### src/rtl/add_seq_pkg.sv
// Shared types, default sizes and the word-index helper for the sequential wide adder.
package add_seq_pkg;

    localparam int unsigned N_DEF  = 8;
    localparam int unsigned CW_DEF = 4;

    // IDLE expects the first word of a packet, BUSY is mid-packet.
    typedef enum logic [0:0] {
        StIdle,
        StBusy
    } state_e;

    // Index of the word following `idx`; restarts at 0 after the last word, wraps modulo 2^cw.
    function automatic int unsigned next_idx(input int unsigned idx, input logic last,
                                             input int unsigned cw);
        int unsigned mask;
        mask = (32'd1 << cw) - 32'd1;
        if (last) begin
            return 0;
        end
        return (idx + 32'd1) & mask;
    endfunction

endpackage

### src/rtl/fulladder.sv
// Combinational N-bit adder with carry in and carry out.
module fulladder #(
    parameter int unsigned N = 8
) (
    input  logic [N-1:0] a,
    input  logic [N-1:0] b,
    input  logic         cin,
    output logic [N-1:0] sum,
    output logic         cout
);

    // Plain (N+1)-bit unsigned sum; the top bit is the carry out.
    assign {cout, sum} = {1'b0, a} + {1'b0, b} + {{N{1'b0}}, cin};

endmodule

### src/rtl/multiword_add_seq.sv
// Streams two long operands word by word (LSW first) through one N-bit adder,
// chaining the carry between words and registering each sum word.
module multiword_add_seq
    import add_seq_pkg::*;
#(
    parameter int unsigned N  = N_DEF,
    parameter int unsigned CW = CW_DEF
) (
    input  logic          clk,
    input  logic          rst_n,
    input  logic          in_valid,
    output logic          in_ready,
    input  logic [N-1:0]  in_a,
    input  logic [N-1:0]  in_b,
    input  logic          in_last,
    input  logic          cin_init,
    output logic          out_valid,
    input  logic          out_ready,
    output logic [N-1:0]  out_sum,
    output logic          out_last,
    output logic          out_cout,
    output logic [CW-1:0] out_idx
);

    state_e        state_q;
    logic          carry_q;
    logic [CW-1:0] idx_q;

    logic          accept;
    logic          cin_sel;
    logic [CW-1:0] idx_sel;
    logic [N-1:0]  fa_sum;
    logic          fa_cout;

    // Single-entry output register: free when empty or being drained this cycle.
    assign in_ready = !out_valid || out_ready;
    assign accept   = in_valid && in_ready;

    // A first word ignores any carry left over from the previous packet.
    assign cin_sel = (state_q == StIdle) ? cin_init : carry_q;
    assign idx_sel = (state_q == StIdle) ? '0 : idx_q;

    fulladder #(
        .N (N)
    ) u_fulladder (
        .a    (in_a),
        .b    (in_b),
        .cin  (cin_sel),
        .sum  (fa_sum),
        .cout (fa_cout)
    );

    // Packet FSM plus carry/index state and the registered output word.
    always_ff @(posedge clk or negedge rst_n) begin
        if (!rst_n) begin
            state_q   <= StIdle;
            carry_q   <= 1'b0;
            idx_q     <= '0;
            out_valid <= 1'b0;
            out_sum   <= '0;
            out_last  <= 1'b0;
            out_cout  <= 1'b0;
            out_idx   <= '0;
        end else if (accept) begin
            state_q   <= in_last ? StIdle : StBusy;
            carry_q   <= fa_cout;
            idx_q     <= CW'(next_idx(32'(idx_sel), in_last, CW));
            out_valid <= 1'b1;
            out_sum   <= fa_sum;
            out_last  <= in_last;
            out_cout  <= in_last ? fa_cout : 1'b0;
            out_idx   <= idx_sel;
        end else if (out_valid && out_ready) begin
            out_valid <= 1'b0;
        end
    end

endmodule
### config.mk
export PLATFORM = sky130hd
export DESIGN_NAME = multiword_add_seq
export DESIGN_NICKNAME = d
export VERILOG_FILES = /design/src/rtl/add_seq_pkg.sv /design/src/rtl/fulladder.sv /design/src/rtl/multiword_add_seq.sv
export SDC_FILE = /design/constraint.sdc
export NUM_CORES = 1
export LEC_CHECK = 0
export ABC_CLOCK_PERIOD_IN_PS = 3200
export CAP_MARGIN = 0
export CELL_PAD_IN_SITES_DETAIL_PLACEMENT = 0
export CELL_PAD_IN_SITES_GLOBAL_PLACEMENT = 2
export CORE_MARGIN = 3
export CORE_UTILIZATION = 28
export CTS_BUF_LIST = sky130_fd_sc_hd__clkbuf_16
export CTS_CLUSTER_DIAMETER = 30
export DETAILED_ROUTE_END_ITERATION = 8
export HOLD_SLACK_MARGIN = 0.12
export PLACE_DENSITY = 0.81
export SYNTH_ARGS = -nofsm -noshare
export SYNTH_HDL_FRONTEND = slang
export SYNTH_SLANG_ARGS = --single-unit
### constraint.sdc
create_clock -name clk -period 3.2 [get_ports clk]
set_clock_uncertainty 0.15 [all_clocks]
set_input_delay 0.64 -clock clk [delete_from_list [all_inputs] [get_ports clk]]
set_output_delay 0.64 -clock clk [all_outputs]
set_load 0.005 [all_outputs]
==> results.md, run 1 <==
Cells and area:
- The layout cell share with drive strength beyond 1 is 9.04%.
- The top cell types in the final layout, fill and taps aside, are 37 x sky130_fd_sc_hd__clkdlybuf4s50_1, 22 x sky130_fd_sc_hd__nand2_1, 21 x sky130_fd_sc_hd__dfrtp_1, 8 x sky130_fd_sc_hd__o21ai_0, 8 x sky130_fd_sc_hd__ha_1.
- The leading cell type in the layout, fill and taps excluded is sky130_fd_sc_hd__clkdlybuf4s50_1.
- The number of nets at the end of the flow is 199.
- The layout filler cell count is 404.
- The area added between synthesis and finish is 39.5%.
- The footprint of the multi-input gates is 698 um^2.
- The register cell area after layout is 526 um^2.
- The antenna diode count is 0.

Global routing:
- The global-route wire length before repair is 5.04 mm.
- The total overflow left after global routing is 0.
- The initial antenna violation count is 0.
- The number of global-route vias before repair was 1088.
- Global routing used 12.2% of the available tracks across all layers.
- Entering global routing, the biggest net connects 28 pins.

Synth:
- The average cell area after synthesis is 9.88 um^2.
- Yosys mapped the design onto 41 distinct sky130hd cell types.
- In the synthesized netlist, the number of instances is 128.
- The share of the Yosys chip area taken by registers is 41.5%.
- The count of synthesis-stage warnings from yosys is 0.
- The synthesized design contains 21 register bits.
- The number of nets produced by synthesis is 160.
- The number of flops mapped to enable cells by yosys is 0.
- The share of flip-flops with an asynchronous set or reset after synthesis is 100%.
- The dominant register cell in the synthesized netlist is sky130_fd_sc_hd__dfrtp_1.
- The post-synthesis cell area is 0.00126 mm^2.

Power:
- The worst IR drop on VDD is 0.209 mV.
- Total power for the finished layout comes to 876 uW.
- The static leakage power is 0.000778 uW.
- Dividing total power by cell area gives a power density of 496 mW/mm^2.

Clock tree:
- The clock slew at the register clock pins of the worst setup and hold paths is 60 ps.
- TritonCTS built the clock tree.
- The number of hold buffers added after cts is 0.
- The buffer levels on the longest clock path is 2.
- The count of buffers added by post-CTS timing repair for setup is 0.
- The TritonCTS sink count is 21.
- The H-tree depth reported by CTS is 1.
- The cell at the root of the clock tree is sky130_fd_sc_hd__clkbuf_16.
- The later-pin clock latency in the skew report is 250 ps.
- The quantity of gates resized following cts is 0.
- The TritonCTS buffer count is 3.

Worst setup path:
- The element type at the critical path end is a flop.
- The longest individual stage delay on the worst path is 440 ps.
- The highest net fanout along the worst path is 3.
- The timing endpoint of the critical path is out_sum[6].
- The launch instance of the worst register-to-register path is state_q.
- The critical path in this run is classified as input port to flop.
- Across all register-to-register paths, the minimum setup slack is 500 ps.
- The sort of element at the start of the critical path is an input port.
- The launching instance or port of the critical path is cin_init.
- The worst register-to-register path ends at out_sum[6].
- The data required time of the worst path is 3180 ps.
- The master of the slowest instance on the critical path is sky130_fd_sc_hd__fa_1.
- The cell count of the worst reg-to-reg path is 7.
- Walking the worst path, the cells encountered are clkdlybuf4s50_1 > mux2_2 > fa_1 > fa_1 > a211oi_1 > o21ai_1 > mux2_2 > nand4_1.
- Data arrives at the worst endpoint at 2880 ps.

Placed design:
- Detailed placement ended at an HPWL of 2.25 mm.
- The placer congestion estimate is 0.798.
- Buffers placed on the I/O ports in this run total 37.

Floorplan:
- The die width is 73.2 um.
- Once the floorplan was initialized, standard cells occupied 30.3% of the core.
- The die extent in y is 73.2 um.
- The floorplan step defined a core boundary enclosing 0.00417 mm^2.
- The floorplan step defined a die boundary enclosing 0.00536 mm^2.
- The floorplan has 23 rows.
- The count of pins on the block boundary is 38.

Detailed routing:
- Detailed routing inserted a total of 1092 vias.
- The number of iterations in the first detailed-routing pass is 4.
- After detailed routing, the number of vias per cell comes to 5.06.
- For this run, design rule violations remaining after detail routing come to 0.
- The remaining antenna violation count after routing is 0.
- The total detailed-routing wirelength is 2.96 mm.
- The iteration-0 DRC count of the detailed router is 20.
- In the final routed layout, each cell accounts on average for 13.7 um.

STA:
- The final critical path takes up 90.5% of the cycle.
- The final hold violation count is 0.
- The number of slew-limit violations in the final report is 0.
- Setup repair after global routing left no endpoint under its margin.
- At the pin with the least slew margin, the transition time is 513 ps.
- The maximum clock frequency is 0.345 GHz.
- After layout, the minimum clock period comes to 2900 ps.
- In this run the tightest slew margin relative to its limit is 65.7%.
- The sum of negative setup slack is 0 ps.
- Setup violations remaining at the end of the flow were counted as 0.

Hold path:
- The class of the tightest hold or removal check is flop to flop.

Outcome:
- The run finished with clean final reports.

Run:
- The tool flagged a number of max-cap violations equal to 0.
-- state kept, by name (all words and copies together), names as in the netlist --
name	cells
carry_q	1
idx_q	4
out_cout	1
out_idx	4
out_last	1
out_sum	8
out_valid	1
state_q	1
-- cell usage after synthesis, types with 2 or more instances --
cell / n / share of area [%]
sky130_fd_sc_hd__a211o_1: 2 / 1.4
sky130_fd_sc_hd__a211oi_1: 2 / 1.2
sky130_fd_sc_hd__a21o_1: 3 / 1.8
sky130_fd_sc_hd__a21oi_1: 6 / 2.4
sky130_fd_sc_hd__and2_1: 2 / 0.99
sky130_fd_sc_hd__buf_2: 2 / 0.79
sky130_fd_sc_hd__dfrtp_1: 21 / 42
sky130_fd_sc_hd__fa_1: 2 / 3.2
sky130_fd_sc_hd__ha_1: 8 / 7.9
sky130_fd_sc_hd__inv_1: 2 / 0.59
sky130_fd_sc_hd__mux2_2: 4 / 3.6
sky130_fd_sc_hd__nand2_1: 22 / 6.5
sky130_fd_sc_hd__nand3_1: 6 / 2.4
sky130_fd_sc_hd__nand4_1: 3 / 1.5
sky130_fd_sc_hd__nand4b_1: 2 / 1.4
sky130_fd_sc_hd__nor2_1: 3 / 0.89
sky130_fd_sc_hd__o21a_1: 3 / 1.8
sky130_fd_sc_hd__o21ai_0: 8 / 3.2
sky130_fd_sc_hd__o21ai_1: 2 / 0.79
sky130_fd_sc_hd__o31ai_1: 2 / 1.2
sky130_fd_sc_hd__or4b_1: 2 / 1.6
sky130_fd_sc_hd__xor2_1: 2 / 1.4
-- worst max-delay path: cells and delay by family --
kind	cells	cell delay, ps
fa+ha+maj	2	860
compound gates	2	380
buf+inv	1	410
mux	2	510
simple gates	1	70
-- stage by stage --
step	setup slack [ps]	std cells	cell area, um^2	hold WS [ps]	utilization (%)
CTS	292	216	1760	329	42.3
global route	214	216	1760	351	42.3
detailed placement	33.7	212	1680	314	40.4
finish	305	216	1760	320	42.3
global placement	68.7	212	1680	309	40.4
floorplan	559	128	1260	194	-
-- layout make-up --
cell class                      count  area share [%]
Tap cell                           50            3.55
Clock buffer                        3            4.26
Clock inverter                      1           0.284
Sequential cell                    21            29.8
Timing Repair Buffer               38            21.4
Multi-Input combinational cell     99            39.6
Inverter                            4            1.13
-- per-layer routing --
| layer | vias to the layer above | routed length (um) | global-route usage [%] |
|---|---|---|---|
| met2 | 20 | 1550 | 21.2 |
| met1 | 525 | 1300 | 14.7 |
| met5 | - | 0 | 0 |
| met3 | 2 | 91 | 3.31 |
| met4 | 0 | 20 | 3.07 |
| li1 | 545 | - | - |
-- worst min path at each step --
stage / startpoint / end / slack (ps) / cells past startpoint
after floorplan: rst_n / carry_q / 190 / 0
after global routing: out_idx[2] / out_idx[2] / 350 / 2
after global placement: out_idx[2] / out_idx[2] / 310 / 2
final: out_idx[2] / out_idx[2] / 320 / 2
after CTS: out_idx[2] / out_idx[2] / 330 / 2
after detailed placement: out_idx[2] / out_idx[2] / 310 / 2
-- power breakdown --
part,internal [uW],switching (uW)
combinational,153,108
clock,168,98.3
sequential,314,34.8
-- cells by family after synthesis --
family / Yosys count / share of synthesized area (%)
simple gates: 47 / 19.8
compound gates: 35 / 18.7
flops: 21 / 41.5
fa+ha+maj: 10 / 11.1
buf+inv: 8 / 3.26
mux: 4 / 3.56
xor+xnor: 3 / 2.08
Note: power is estimated with default switching activity, not from simulation.
==> inputs of run 2 (changes only) <==
--- a/config.mk
+++ b/config.mk
@@ -9,7 +9,6 @@
 export CAP_MARGIN = 0
 export CELL_PAD_IN_SITES_DETAIL_PLACEMENT = 0
 export CELL_PAD_IN_SITES_GLOBAL_PLACEMENT = 2
-export CORE_MARGIN = 3
 export CORE_UTILIZATION = 28
 export CTS_BUF_LIST = sky130_fd_sc_hd__clkbuf_16
 export CTS_CLUSTER_DIAMETER = 30
==> results.md, run 2 (same netlist as run 1, synthesis figures left out) <==
Global routing:
- The global-route congestion overflow total is 0 (unchanged).
- The initial antenna violation count is 0 (unchanged).
- The maximum number of pins on one net before global-route repair is 28 (unchanged).
- The combined global-route utilization of all metal layers is 13.9% (+1.7 points).
- The number of global-route vias before repair is 1119 (+2.8%).
- The global-route wire length before repair is 5.31 mm (+5.5%).

Hold path:
- The number of cells on the worst hold path is 2 (unchanged).
- The worst hold path belongs to the class flop to flop.

Cells and area:
- The register with the most flip-flops is out_sum.
- Leaving out fill and tap cells, the most frequent cells in the layout are 37 x sky130_fd_sc_hd__clkdlybuf4s50_1, 22 x sky130_fd_sc_hd__nand2_1, 21 x sky130_fd_sc_hd__dfrtp_1, 8 x sky130_fd_sc_hd__o21ai_0, 8 x sky130_fd_sc_hd__ha_1.
- The number of nets at the end of the flow was 199 (unchanged).
- The flip-flop count of the largest register after layout is 8 (unchanged).
- The library cell used most frequently in the layout, excluding fill and tap cells, is sky130_fd_sc_hd__clkdlybuf4s50_1.
- In the final layout, the registers with the most flip-flops are out_sum (8), idx_q (4), out_idx (4).
- The area added between synthesis and finish is 39.6% (about the same).
- The layout filler cell count came to 425 (+5.2%).
- The layout cell share with drive strength beyond 1 came to 8.43% (-0.60 points).
- The antenna diode count was 0 (unchanged).

Run:
- The number of max-cap violations is 0 (unchanged).

Detailed routing:
- The routed via count was 1115 (+2.1%).
- The ratio of routed vias to standard cells is 5.11 (+1.2%).
- The remaining antenna violation count after routing was 0 (unchanged).
- The per-cell routed wire length is 14.1 um (+3.1%).
- The total detailed-routing wirelength is 3.08 mm (+4.0%).
- The post-detailed-route DRC marker count came to 0 (unchanged).
- The iteration-0 DRC count of the detailed router is 41 (+110%).
- The number of iterations in the first detailed-routing pass came to 4 (unchanged).

Clock tree:
- The clock slew at the register clock pins of the worst setup and hold paths is 60 ps (about the same).
- The later-pin clock latency in the skew report came to 250 ps (about the same).
- The TritonCTS buffer count is 3 (unchanged).
- The buffer levels on the longest clock path is 2 (unchanged).
- The H-tree depth reported by CTS is 1 (unchanged).
- The cell at the root of the clock tree is sky130_fd_sc_hd__clkbuf_16.
- TritonCTS built the clock tree.
- The quantity of gates resized following cts is 0 (unchanged).
- The TritonCTS sink count is 21 (unchanged).
- The number of hold buffers added after cts is 0 (unchanged).
- The count of buffers added by post-CTS timing repair for setup is 0 (unchanged).

Worst setup path:
- The data required time of the worst path is 3170 ps (about the same).
- The worst endpoint data arrival time is 2870 ps (about the same).
- The worst setup path is launched from an input port.
- The master of the slowest instance on the critical path is sky130_fd_sc_hd__fa_1.
- The signal on the critical path passes through clkdlybuf4s50_1 > mux2_2 > fa_1 > fa_1 > a211oi_1 > o21ai_1 > mux2_2 > nand4_1.
- The highest net fanout along the worst path was 3 (unchanged).
- The longest individual stage delay on the worst path is 440 ps (about the same).
- The cell count of the worst reg-to-reg path is 7 (unchanged).
- The element type at the critical path end is a flop.
- The critical path class is input port to flop.

STA:
- The final hold slack is 325 ps (+4.55 ps).
- The count of endpoints failing setup in the final report is 0 (unchanged).
- The slew at the pin closest to its max-slew limit is 536 ps (+22.5 ps).
- The maximum clock frequency is 0.345 GHz (-0.16%).
- The sum of negative setup slack is 0 ps (unchanged).
- The part of the cycle the worst path needs is 90.6% (+0.14 points).
- The number of slew-limit violations in the final report was 0 (unchanged).
- The final hold violation count came to 0 (unchanged).
- The shortest period the worst path allows is 2900 ps (+4.57 ps).
- Setup repair after global routing left no endpoint under its margin.
- The worst slew slack as a fraction of its limit is 64.2% (-1.5 points).

Floorplan:
- The placeable core region was 0.00435 mm^2 (+4.3%).
- The floorplan die area was 0.00479 mm^2 (-11%).
- The die extent in y is 69.2 um (-5.5%).
- The starting density of the core is 29.1% (-1.3 points).
- The die width came to 69.2 um (-5.5%).
- The count of pins on the block boundary came to 38 (unchanged).
- The row count is 24 (+4.3%).

Power:
- The power density of the placed cells is 495 mW/mm^2 (-0.35%).
- The static leakage power is 0.000780 uW (+0.18%).
- The worst IR drop on VDD is 0.190 mV (-9.1%).

Outcome:
- The flow ran to the end, and the final reports show no timing, DRC or antenna violations.

Placed design:
- The sum of net half-perimeters after detailed placement is 2.31 mm (+2.6%).
- The count of input and output buffers was 37 (unchanged).
- The placer congestion estimate is 0.791 (-0.79%).
[run 2: cell types whose count changed in the layout (fill, tap and decap cells not counted)]
cell | previous run | this run
sky130_fd_sc_hd__inv_1 | 2 | 3
sky130_fd_sc_hd__clkinv_2 | 1 | 0
[run 2: where the power goes]
| part | total (uW) | leakage, uW | switching [uW] | internal [uW] |
|---|---|---|---|---|
| clock | 258 | 0.0000423 | 92.0 | 166 |
| sequential | 350 | 0.000266 | 35.9 | 314 |
| combinational | 265 | 0.000471 | 111 | 153 |
| total | 873 | 0.000780 | 239 | 634 |
[run 2: metrics by stage]
| stage | instances | setup slack [ps] | cell area, um^2 | power (uW) | utilization (%) |
|---|---|---|---|---|---|
| after floorplan | 128 | 559 | 1260 | 480 | - |
| after global placement | 214 | 66.0 | 1690 | 616 | 38.7 |
| after detailed placement | 214 | 27.4 | 1690 | 622 | 38.7 |
| after CTS | 218 | 293 | 1770 | 887 | 40.5 |
| after global routing | 218 | 96.8 | 1770 | 935 | 40.5 |
| final | 218 | 300 | 1770 | 873 | 40.5 |
[run 2: cell type report]
type	instances	area, um^2	area share, %
multi-input cells	99	698	39.5
flip-flops and latches	21	526	29.8
repair buffers	38	378	21.4
clock buffers	3	75.1	4.25
well taps	52	65.1	3.69
inverters	4	20.0	1.13
clock inverters	1	3.75	0.213
[run 2: worst paths after layout]
check	startpoint	endpoint	slack [ps]
max in group asynchronous	rst_n	out_last	2080
setup / recovery	cin_init	out_sum[6]	300
min in group asynchronous	rst_n	idx_q[2]	600
hold reg to reg	out_idx[2]	out_idx[2]	330
setup reg to reg	state_q	out_sum[6]	480
hold / removal	out_idx[2]	out_idx[2]	330
[run 2: worst max-delay path: cells and delay by family]
kind            cells  cell delay [ps]
fa+ha+maj           2              860
compound gates      2              380
buf+inv             1              400
mux                 2              500
simple gates        1               90
[run 2: per-layer routing]
| metal | routed length (um) | track usage, % | part of all wire (%) |
|---|---|---|---|
| met1 | 1390 | 17.6 | 45 |
| met5 | 0 | 0 | 0 |
| met2 | 1510 | 23.4 | 49 |
| met4 | 38 | 4.76 | 1.2 |
| met3 | 141 | 2.91 | 4.6 |
